[src/rtl/spi_reg_scheduler_pkg.sv]
// Shared types for the SPI register write scheduler.
package spi_sched_pkg;

    // Default channel count; the scheduler itself is parameterised and may override it.
    localparam int unsigned N_CH     = 4;
    localparam int unsigned CH_IDX_W = (N_CH > 1) ? $clog2(N_CH) : 1;

    typedef logic [CH_IDX_W-1:0] ch_idx_t;

    typedef enum logic {
        S_INIT = 1'b0,
        S_RUN  = 1'b1
    } sched_state_t;

endpackage

[src/rtl/spi_reg_scheduler_if.sv]
// Channel inputs and register-file write port of the scheduler.
interface spi_reg_scheduler_if #(
    parameter int unsigned N_CH   = 4,
    parameter int unsigned DATA_W = 32,
    parameter int unsigned ADDR_W = 32
);

    logic [DATA_W-1:0] ch_data [N_CH];
    logic [N_CH-1:0]   ch_enable;
    logic [N_CH-1:0]   ch_force;
    logic              mem_we;
    logic [ADDR_W-1:0] mem_addr;
    logic [DATA_W-1:0] mem_wdata;
    logic [N_CH-1:0]   pending;
    logic              busy;
    logic [15:0]       write_count;

    // Producer of channel values, consumer of the write port.
    modport master (
        output ch_data, ch_enable, ch_force,
        input  mem_we, mem_addr, mem_wdata, pending, busy, write_count
    );

    // The scheduler itself.
    modport slave (
        input  ch_data, ch_enable, ch_force,
        output mem_we, mem_addr, mem_wdata, pending, busy, write_count
    );

endinterface

[src/rtl/spi_reg_scheduler_rr_arbiter.sv]
// Combinational round-robin picker: first request at or after ptr, wrapping.
module rr_arbiter #(
    parameter int unsigned N_CH  = 4,
    parameter int unsigned IDX_W = 2
) (
    input  logic [N_CH-1:0]  req,
    input  logic [IDX_W-1:0] ptr,
    output logic             grant_valid,
    output logic [IDX_W-1:0] grant_idx
);

    // Scan N_CH candidates starting at ptr; the first hit wins.
    always_comb begin
        int unsigned cand;
        grant_valid = 1'b0;
        grant_idx   = '0;
        cand        = 0;
        for (int unsigned k = 0; k < N_CH; k++) begin
            cand = 32'(ptr) + k;
            if (cand >= N_CH) begin
                cand = cand - N_CH;
            end
            if (!grant_valid && req[IDX_W'(cand)]) begin
                grant_valid = 1'b1;
                grant_idx   = IDX_W'(cand);
            end
        end
    end

endmodule

[src/rtl/spi_reg_scheduler.sv]
// Round-robin write scheduler feeding the SPI slave register file from sensor channels.
module spi_reg_scheduler #(
    parameter int unsigned       N_CH           = 4,
    parameter int unsigned       DATA_W         = 32,
    parameter int unsigned       ADDR_W         = 32,
    parameter logic [ADDR_W-1:0] BASE_ADDR      = '0,
    parameter int unsigned       REFRESH_CYCLES = 50_000_000
) (
    input logic                clk,
    input logic                reset,
    spi_reg_scheduler_if.slave bus
);

    import spi_sched_pkg::*;

    localparam int unsigned      IDX_W    = (N_CH > 1) ? $clog2(N_CH) : 1;
    localparam int unsigned      REFR_W   = 32;
    localparam logic [IDX_W-1:0] LAST_IDX = IDX_W'(N_CH - 1);
    localparam logic [REFR_W-1:0] REFR_LAST = REFR_W'(REFRESH_CYCLES - 1);

    sched_state_t      state, state_n;
    logic [IDX_W-1:0]  init_idx, init_idx_n;
    logic [IDX_W-1:0]  ptr, ptr_n;
    logic [DATA_W-1:0] shadow   [N_CH];
    logic [DATA_W-1:0] shadow_n [N_CH];
    logic [N_CH-1:0]   force_q, force_n;
    logic [N_CH-1:0]   refr_q, refr_n;
    logic [REFR_W-1:0] refr_cnt, refr_cnt_n;
    logic [N_CH-1:0]   req;
    logic              refr_wrap_c;
    logic              grant_valid;
    logic [IDX_W-1:0]  grant_idx;

    logic              mem_we_q, mem_we_n;
    logic [ADDR_W-1:0] mem_addr_q, mem_addr_n;
    logic [DATA_W-1:0] mem_wdata_q, mem_wdata_n;
    logic [15:0]       write_count_q, write_count_n;

    // Per-channel request: enabled and (diverged from shadow or flagged).
    always_comb begin
        req = '0;
        for (int unsigned i = 0; i < N_CH; i++) begin
            req[i] = bus.ch_enable[i] &
                     ((bus.ch_data[i] != shadow[i]) | force_q[i] | refr_q[i]);
        end
    end

    // Refresh period elapses on the last count of a running period.
    always_comb begin
        refr_wrap_c = 1'b0;
        if (REFRESH_CYCLES != 0) begin
            refr_wrap_c = (state == S_RUN) && (refr_cnt == REFR_LAST);
        end
    end

    rr_arbiter #(
        .N_CH  (N_CH),
        .IDX_W (IDX_W)
    ) u_arb (
        .req         (req),
        .ptr         (ptr),
        .grant_valid (grant_valid),
        .grant_idx   (grant_idx)
    );

    // Next-state and next-output logic for the init sweep and the run-time arbiter.
    always_comb begin
        state_n     = state;
        init_idx_n  = init_idx;
        ptr_n       = ptr;
        shadow_n    = shadow;
        force_n     = force_q | bus.ch_force;
        refr_n      = refr_q;
        refr_cnt_n  = refr_cnt;
        mem_we_n    = 1'b0;
        mem_addr_n  = mem_addr_q;
        mem_wdata_n = mem_wdata_q;

        case (state)
            S_INIT: begin
                mem_we_n           = 1'b1;
                mem_addr_n         = BASE_ADDR + ADDR_W'(init_idx);
                mem_wdata_n        = bus.ch_data[init_idx];
                shadow_n[init_idx] = bus.ch_data[init_idx];
                force_n[init_idx]  = 1'b0;
                if (init_idx == LAST_IDX) begin
                    state_n    = S_RUN;
                    init_idx_n = '0;
                end else begin
                    init_idx_n = init_idx + IDX_W'(1);
                end
            end
            S_RUN: begin
                if (refr_wrap_c) begin
                    refr_cnt_n = '0;
                    refr_n     = '1;
                end else if (REFRESH_CYCLES != 0) begin
                    refr_cnt_n = refr_cnt + REFR_W'(1);
                end
                if (grant_valid) begin
                    mem_we_n            = 1'b1;
                    mem_addr_n          = BASE_ADDR + ADDR_W'(grant_idx);
                    mem_wdata_n         = bus.ch_data[grant_idx];
                    shadow_n[grant_idx] = bus.ch_data[grant_idx];
                    force_n[grant_idx]  = 1'b0;
                    // A refresh landing on this grant keeps the flag so the channel is rewritten.
                    if (!refr_wrap_c) begin
                        refr_n[grant_idx] = 1'b0;
                    end
                    ptr_n = (grant_idx == LAST_IDX) ? '0 : grant_idx + IDX_W'(1);
                end
            end
            default: begin
                state_n = S_INIT;
            end
        endcase

        write_count_n = mem_we_n ? write_count_q + 16'd1 : write_count_q;
    end

    // State and output registers.
    always_ff @(posedge clk) begin
        if (reset) begin
            state         <= S_INIT;
            init_idx      <= '0;
            ptr           <= '0;
            shadow        <= '{default: '0};
            force_q       <= '0;
            refr_q        <= '0;
            refr_cnt      <= '0;
            mem_we_q      <= 1'b0;
            mem_addr_q    <= BASE_ADDR;
            mem_wdata_q   <= '0;
            write_count_q <= '0;
        end else begin
            state         <= state_n;
            init_idx      <= init_idx_n;
            ptr           <= ptr_n;
            shadow        <= shadow_n;
            force_q       <= force_n;
            refr_q        <= refr_n;
            refr_cnt      <= refr_cnt_n;
            mem_we_q      <= mem_we_n;
            mem_addr_q    <= mem_addr_n;
            mem_wdata_q   <= mem_wdata_n;
            write_count_q <= write_count_n;
        end
    end

    assign bus.mem_we      = mem_we_q;
    assign bus.mem_addr    = mem_addr_q;
    assign bus.mem_wdata   = mem_wdata_q;
    assign bus.write_count = write_count_q;
    assign bus.pending     = req;
    assign bus.busy        = (|req) | (state == S_INIT);

endmodule

[src/flat_wrapper.sv]
// flat-port wrapper written by rule: the top's interface ports become plain ports
module spi_reg_scheduler_flat import spi_sched_pkg::*;
#(
    parameter int unsigned       N_CH           = 4,
    parameter int unsigned       DATA_W         = 32,
    parameter int unsigned       ADDR_W         = 32,
    parameter logic [ADDR_W-1:0] BASE_ADDR      = '0,
    parameter int unsigned       REFRESH_CYCLES = 50_000_000
)
  (clk, reset, bus_ch_data, bus_ch_enable, bus_ch_force, bus_mem_we, bus_mem_addr, bus_mem_wdata, bus_pending, bus_busy, bus_write_count);
  spi_reg_scheduler_if #(.N_CH(N_CH), .DATA_W(DATA_W), .ADDR_W(ADDR_W)) bus_i ();
  input logic clk;
  input logic reset;
  input wire logic [$bits(bus_i.ch_data)-1:0] bus_ch_data;
  input wire logic [$bits(bus_i.ch_enable)-1:0] bus_ch_enable;
  input wire logic [$bits(bus_i.ch_force)-1:0] bus_ch_force;
  output wire logic [$bits(bus_i.mem_we)-1:0] bus_mem_we;
  output wire logic [$bits(bus_i.mem_addr)-1:0] bus_mem_addr;
  output wire logic [$bits(bus_i.mem_wdata)-1:0] bus_mem_wdata;
  output wire logic [$bits(bus_i.pending)-1:0] bus_pending;
  output wire logic [$bits(bus_i.busy)-1:0] bus_busy;
  output wire logic [$bits(bus_i.write_count)-1:0] bus_write_count;
  assign bus_i.ch_data = {>>{bus_ch_data}};
  assign bus_i.ch_enable = bus_ch_enable;
  assign bus_i.ch_force = bus_ch_force;
  assign bus_mem_we = bus_i.mem_we;
  assign bus_mem_addr = bus_i.mem_addr;
  assign bus_mem_wdata = bus_i.mem_wdata;
  assign bus_pending = bus_i.pending;
  assign bus_busy = bus_i.busy;
  assign bus_write_count = bus_i.write_count;
  spi_reg_scheduler #(.N_CH(N_CH), .DATA_W(DATA_W), .ADDR_W(ADDR_W), .BASE_ADDR(BASE_ADDR), .REFRESH_CYCLES(REFRESH_CYCLES)) u_core (.clk(clk), .reset(reset), .bus(bus_i));
endmodule
[config.mk]
export PLATFORM = sky130hd
export DESIGN_NAME = spi_reg_scheduler_flat
export DESIGN_NICKNAME = d
export VERILOG_FILES = /design/src/rtl/spi_reg_scheduler_pkg.sv /design/src/rtl/spi_reg_scheduler_if.sv /design/src/rtl/spi_reg_scheduler_rr_arbiter.sv /design/src/rtl/spi_reg_scheduler.sv /design/src/flat_wrapper.sv
export SDC_FILE = /design/constraint.sdc
export NUM_CORES = 1
export LEC_CHECK = 0
export CAP_MARGIN = 5
export CORE_UTILIZATION = 58
export CTS_CLUSTER_DIAMETER = 120
export DETAILED_ROUTE_END_ITERATION = 16
export PLACE_DENSITY = 0.86
export SKIP_LAST_GASP = 1
export SLEW_MARGIN = 25
export SYNTH_ARGS = -nofsm -noshare
export SYNTH_HDL_FRONTEND = slang
export SYNTH_SLANG_ARGS = --single-unit
export TNS_END_PERCENT = 30
[constraint.sdc]
create_clock -name clk -period 12.42 [get_ports clk]
set_input_delay 3.726 -clock clk [delete_from_list [all_inputs] [get_ports clk]]
set_output_delay 3.726 -clock clk [all_outputs]
set_load 0.01 [all_outputs]
### Yosys cells after proc, flatten, opt, wreduce, memory -nomap -nowiden

Cells that the tools add are included.

* $add $sub $neg: 11
* $lt $le $gt $ge: 16
* equal/unequal tests: 8
* mux-type cells: 55
* bitwise gates (word level): 22
* reductions and logical operators: 13

Operators by type and width (number)
* 32-bit two-way mux: 9
* 128-bit bitwise mux: 2
* 128-bit one-hot mux with 2 select lines: 1
* 32-bit binary-select mux with 2-bit select: 2
* 32-bit demux with 2-bit select: 2
* 128-bit two-way mux: 1
* 32-bit != test: 4
* 32-bit one-hot mux with 2 select lines: 2
* 32-bit by 1-bit adder with 32-bit output, second input constant: 1
* 32-bit by 26-bit equality test with 1-bit output, second input constant: 1
* 2-bit two-way mux: 10
* 4-bit two-way mux: 5
* 2-bit by 3-bit less-than comparator with 1-bit output, second input constant: 6
* 16-bit by 1-bit adder with 16-bit output, second input constant: 1
* 3-bit greater-or-equal comparator, second input constant: 5
* 1-bit two-way mux: 13
* 4-bit AND: 3
* 1-bit bitwise OR: 9
* 1-bit binary-select mux with 2-bit select: 4
* 1-bit logical AND: 8
* 4-bit inverter: 2
* 4-bit one-hot mux with 2 select lines: 1
* 2-bit by 1-bit subtractor with 2-bit output, second input constant: 4
* 2-bit by 2-bit adder with 3-bit output, second input constant: 2
* other kinds (16): 27

* flip-flop bits (word level): 254
* input bits: 138
* output and inout port bits: 86
* logic and storage cells: 139

### Longest topological paths before layout

Gate-level depths: netlist of run 1.

* depth in word-level cells: 24
* mapped depth: 18
* depth with buffers taken out: 15

### By module

Synthesis of run 1 repeated with hierarchy kept, for this count alone.

* cell total of the unflattened synthesis: 1281
* area total of the unflattened synthesis: 12376.9 um^2

By module, submodules not included
* spi_reg_scheduler: times used 1, cells each 1266, area an instance 12299.3 um^2, seq. area each 4484.3 um^2
* rr_arbiter: times used 1, cells each 15, area an instance 77.6 um^2, seq. area each 0.0 um^2

### Worst setup path before layout of run 1

Ideal clock, no wire load.

* path kind: input-to-output
* start point: input bus_ch_data[21]
* end point: output bus_busy
* arrival: 5.499 ns
* data required time: 8.694 ns
* path slack: 3.195 ns
* cell stages on the path: 7
* path buffers: 1
* path through: xnor2_1 nand4_1 or4_1 o41ai_1 and4_1 clkbuf_1 nand2_1

* cells in the longest elaborated chain, start to end: 6

Ends and longest elaborated chain
* from (decl): line flat_wrapper.sv:14 `input wire logic [$bits(bus_i.ch_data)-1:0] bus_ch_data;`
* 32-bit != test: line spi_reg_scheduler.sv:44 `((bus.ch_data[i] != shadow[i]) | force_q[i] | refr_q[i]);`
* 1-bit bitwise OR (2 in a row): line spi_reg_scheduler.sv:44
* 1-bit AND: line spi_reg_scheduler.sv:43 `req[i] = bus.ch_enable[i] &`
* 4-bit OR reduction: line spi_reg_scheduler.sv:155 `assign bus.busy = (|req) | (state == S_INIT);`
* 1-bit bitwise OR: line spi_reg_scheduler.sv:155
* to (decl): line flat_wrapper.sv:21 `output wire logic [$bits(bus_i.busy)-1:0] bus_busy;`

No other way between the ends.

### Worst setup path after layout of run 1

* start point: input bus_ch_data[123]
* end point: output bus_busy

The elaborated chain is that of the path after synthesis.

==> results of run 1 <==
## worst paths after layout
| kind | endpoint | start | cells past startpoint | slack (ps) |
|---|---|---|---|---|
| worst max-delay path | bus_busy | bus_ch_data[123] | 8 | 1520 |
| worst min-delay path | u_core.refr_q[3] | u_core.refr_q[3] | 2 | 460 |
| worst max register to register | u_core.shadow[20] | u_core.shadow[123] | 12 | 6730 |
| worst min register to register | u_core.refr_q[3] | u_core.refr_q[3] | 2 | 460 |
## worst max-delay path, stage by stage
cell and delay, ps:
clkdlybuf4s50_1 540, xor2_1 180, nor4_1 620, nand4_1 220, o31ai_1 610, and4_1 510, nand2_1 230, clkdlybuf4s50_1 550
## Yosys cell counts, types with 4 or more instances
cell / number
a211oi_1: 33
a211oi_2: 46
a21oi_1: 49
a22oi_1: 47
and3_1: 11
and4_1: 8
buf_1: 7
buf_12: 4
buf_4: 34
clkbuf_1: 79
dfxtp_1: 224
ha_1: 14
inv_1: 12
mux2_2: 11
mux2_4: 21
mux2i_1: 66
mux4_2: 32
nand2_1: 69
nand3_1: 27
nand4_1: 17
nor2_1: 64
nor3_1: 40
nor4_1: 25
o21ai_0: 97
o21ai_1: 59
o2bb2ai_1: 77
or3_1: 12
xnor2_1: 36
xor2_1: 136
## state kept, by name, summed over array words and instances (netlist names)
register	cells
u_core.init_idx	2
u_core.ptr	2
u_core.shadow	128
u_core.refr_cnt	32
u_core.bus.mem_we	1
u_core.bus.mem_addr	2
u_core.force_q	4
u_core.bus.mem_wdata	32
u_core.refr_q	4
u_core.bus.write_count	16
u_core.state	1
## stage by stage
| stage | cells | power, W | hold WS (ps) | area [um^2] | worst slack (ps) |
|---|---|---|---|---|---|
| 2_1_floorplan | 1435 | 0.001528 | 431.3 | 13410 | 3195 |
| 3_3_place_gp | 1800 | 0.001830 | 443.7 | 15150 | 1720 |
| 3_5_place_dp | 1800 | 0.001857 | 446.0 | 15150 | 1668 |
| 4_1_cts | 1845 | 0.002599 | 455.0 | 15970 | 1653 |
| 5_1_grt | 1845 | 0.002721 | 478.9 | 15980 | 1399 |
| 6_report | 1845 | 0.002644 | 455.6 | 15980 | 1515 |
## kinds of logic after synthesis
family | after synthesis | share of synthesized area, %
multiplexers | 130 | 13.69
AND/OR/NAND/NOR | 288 | 10.71
other | 1 | 0.02820
XOR/XNOR | 172 | 11.33
buffers and inverters | 144 | 5.739
adder cells (fa/ha/maj) | 14 | 1.317
flip-flops | 224 | 33.72
AO/OA/AOI/OAI | 433 | 23.47
## per-layer routing
layer | track usage [%] | vias to the layer above | part of all wire (%)
li1 | - | 5453 | -
met1 | 48.54 | 6058 | 36
met2 | 61.71 | 1018 | 44
met3 | 11.14 | 269 | 13
met4 | 23.95 | 0 | 7.1
met5 | 0 | - | 0
## area by class of cell
class	instances	area [um^2]
clock inverter	5	50.05
multi-input combinational	1067	8193
tap	285	356.6
sequential	224	4491
timing repair buffer	210	2061
clock buffer	40	772.0
inverter	14	52.55
fill	1656	6596
## power breakdown
| group | leakage [nW] | total, W | internal, W | switching, W |
|---|---|---|---|---|
| Clock | 0.410 | 0.000751 | 0.000443 | 0.000307 |
| Combinational | 3.49 | 0.000933 | 0.000380 | 0.000553 |
| Sequential | 1.83 | 0.000960 | 0.000846 | 0.000114 |
==> summary.md, run 1 <==
| Metric | Value |
|---|---|
| Final WL | `47690 um` |
| Fin crit share | `around 88%` |
| TritonCTS Sinks | `between 200 and 250` |
| Distinct cells, synth | `58` |
| Routability cong. | `just under 1` |
| Synth Area per Inst | `9.458 um^2` |
| Most frequent cells in the layout | `221 x dfxtp_1, 192 x clkdlybuf4s50_1, 136 x xor2_1, 97 x o21ai_0, 77 x o2bb2ai_1` |
| Initial DRT Pass Iterations | `6` |
| Die Span Y | `about 150 um` |
| H-tree depth | `1` |
| Area leader, netlist | `dfxtp_1` |
| Top cell type's share of synthesized area | `~34%` |
| Synth warnings | `0` |
| Synth async-reset ratio | `0%` |
| Vias in the first global route | `about 13000` |
| Seq cells post-synth | `224` |
| CTS Hold Bufs | `0` |
| HPWL after DPL | `31170 um` |
| ANT nets after route | `0` |
| TritonCTS Buffers | `25` |
| Setup TNS | `0 ps` |
| Status | `finished, final reports clean` |
| GRT overflow | `0` |
| Relative slew slack | `a little under a third` |
| Rows | `55` |
| Most common cell after layout, fill and taps aside | `dfxtp_1` |
| Initial Utilization | `about three fifths` |
| Type of the most critical hold path | `flop to flop` |
| GRT Total Usage | `about two fifths` |
| Die X | `~150 um` |
| Synthesized area | `approximately 0.013 mm^2` |
| WP data arrival | `around 7200 ps` |
| EDFF count, synth | `0` |
| Clk pin slew, worst setup/hold paths | `~60 ps` |
| VDD IR max | `approximately 0.084 mV` |
| Minimum clock period | `10900 ps` |
| Share of cells above drive strength 1 | `roughly an eighth` |
| Peak Freq | `roughly 92 MHz` |
| Vias post-DR | `approximately 13000` |
| Antenna violations before repair | `0` |
| WP data required | `between 8000 and 9000 ps` |
| Most used DFF post-synth | `dfxtp_1` |
| Starting DRT DRC Count | `between 1500 and 2000` |
| Critical Path Sink Type | `output port` |
| Synth top area cells | `dfxtp_1 34%, xor2_1 9.0%, mux4_2 5.4%` |
| CTS tree | `done` |
| First-pass GRT wire length | `about 72000 um` |
| Pleak | `5.732 nW` |
| Die area | `approximately 0.024 mm^2` |
| Port Buf Inserts | `slightly below 200` |
| Worst clock skew | `~8.5 ps` |
| Clock Latency Late Sink | `between 500 and 600 ps` |
| Final setup fails | `0` |
| Root buffer cell | `clkbuf_16` |
| I/O Pins | `224` |
| Core Region | `around 0.023 mm^2` |
| Synth-to-Final Area Change | `20.14%` |
| CTS max path bufs | `3` |
| Max Cap Violations | `0` |
| CP Max Fanout | `8` |
| Crit path kind | `primary input to output port` |
| Final hold vios | `0` |
| RSZ-0062 raised after global routing | `no` |
| Max Slew Vio Count | `0` |
| Slew @ Worst Pin | `1017 ps` |
| # resized after CTS | `0` |
| Setup Fix Bufs, Post-CTS | `0` |
| Number of antenna diodes | `0` |
| Largest net degree at the start of global routing | `58` |
| Cell Pwr Density | `approximately 170 mW/mm^2` |
| Cell count after synthesis | `between 1000 and 1500` |
| Critical path startpoint category | `primary input` |
| DRC errors left | `0` |
| # nets final | `~1700` |
| Core Util, Final | `a little over two thirds` |
| WL/cell | `25.85 um` |
| Sequential share of the synthesized area | `between 30% and 40%` |
| Post-DR vias/cell | `6.937` |
Power figures use the tool's default switching activity.
==> inputs of run 2 (changes only) <==
--- a/config.mk
+++ b/config.mk
@@ -5,7 +5,6 @@
 export SDC_FILE = /design/constraint.sdc
 export NUM_CORES = 1
 export LEC_CHECK = 0
-export CAP_MARGIN = 5
 export CORE_UTILIZATION = 58
 export CTS_CLUSTER_DIAMETER = 120
 export DETAILED_ROUTE_END_ITERATION = 16
==> results of run 2 <==
No change in the layout: final DEF, timing and power equal those of run 1.
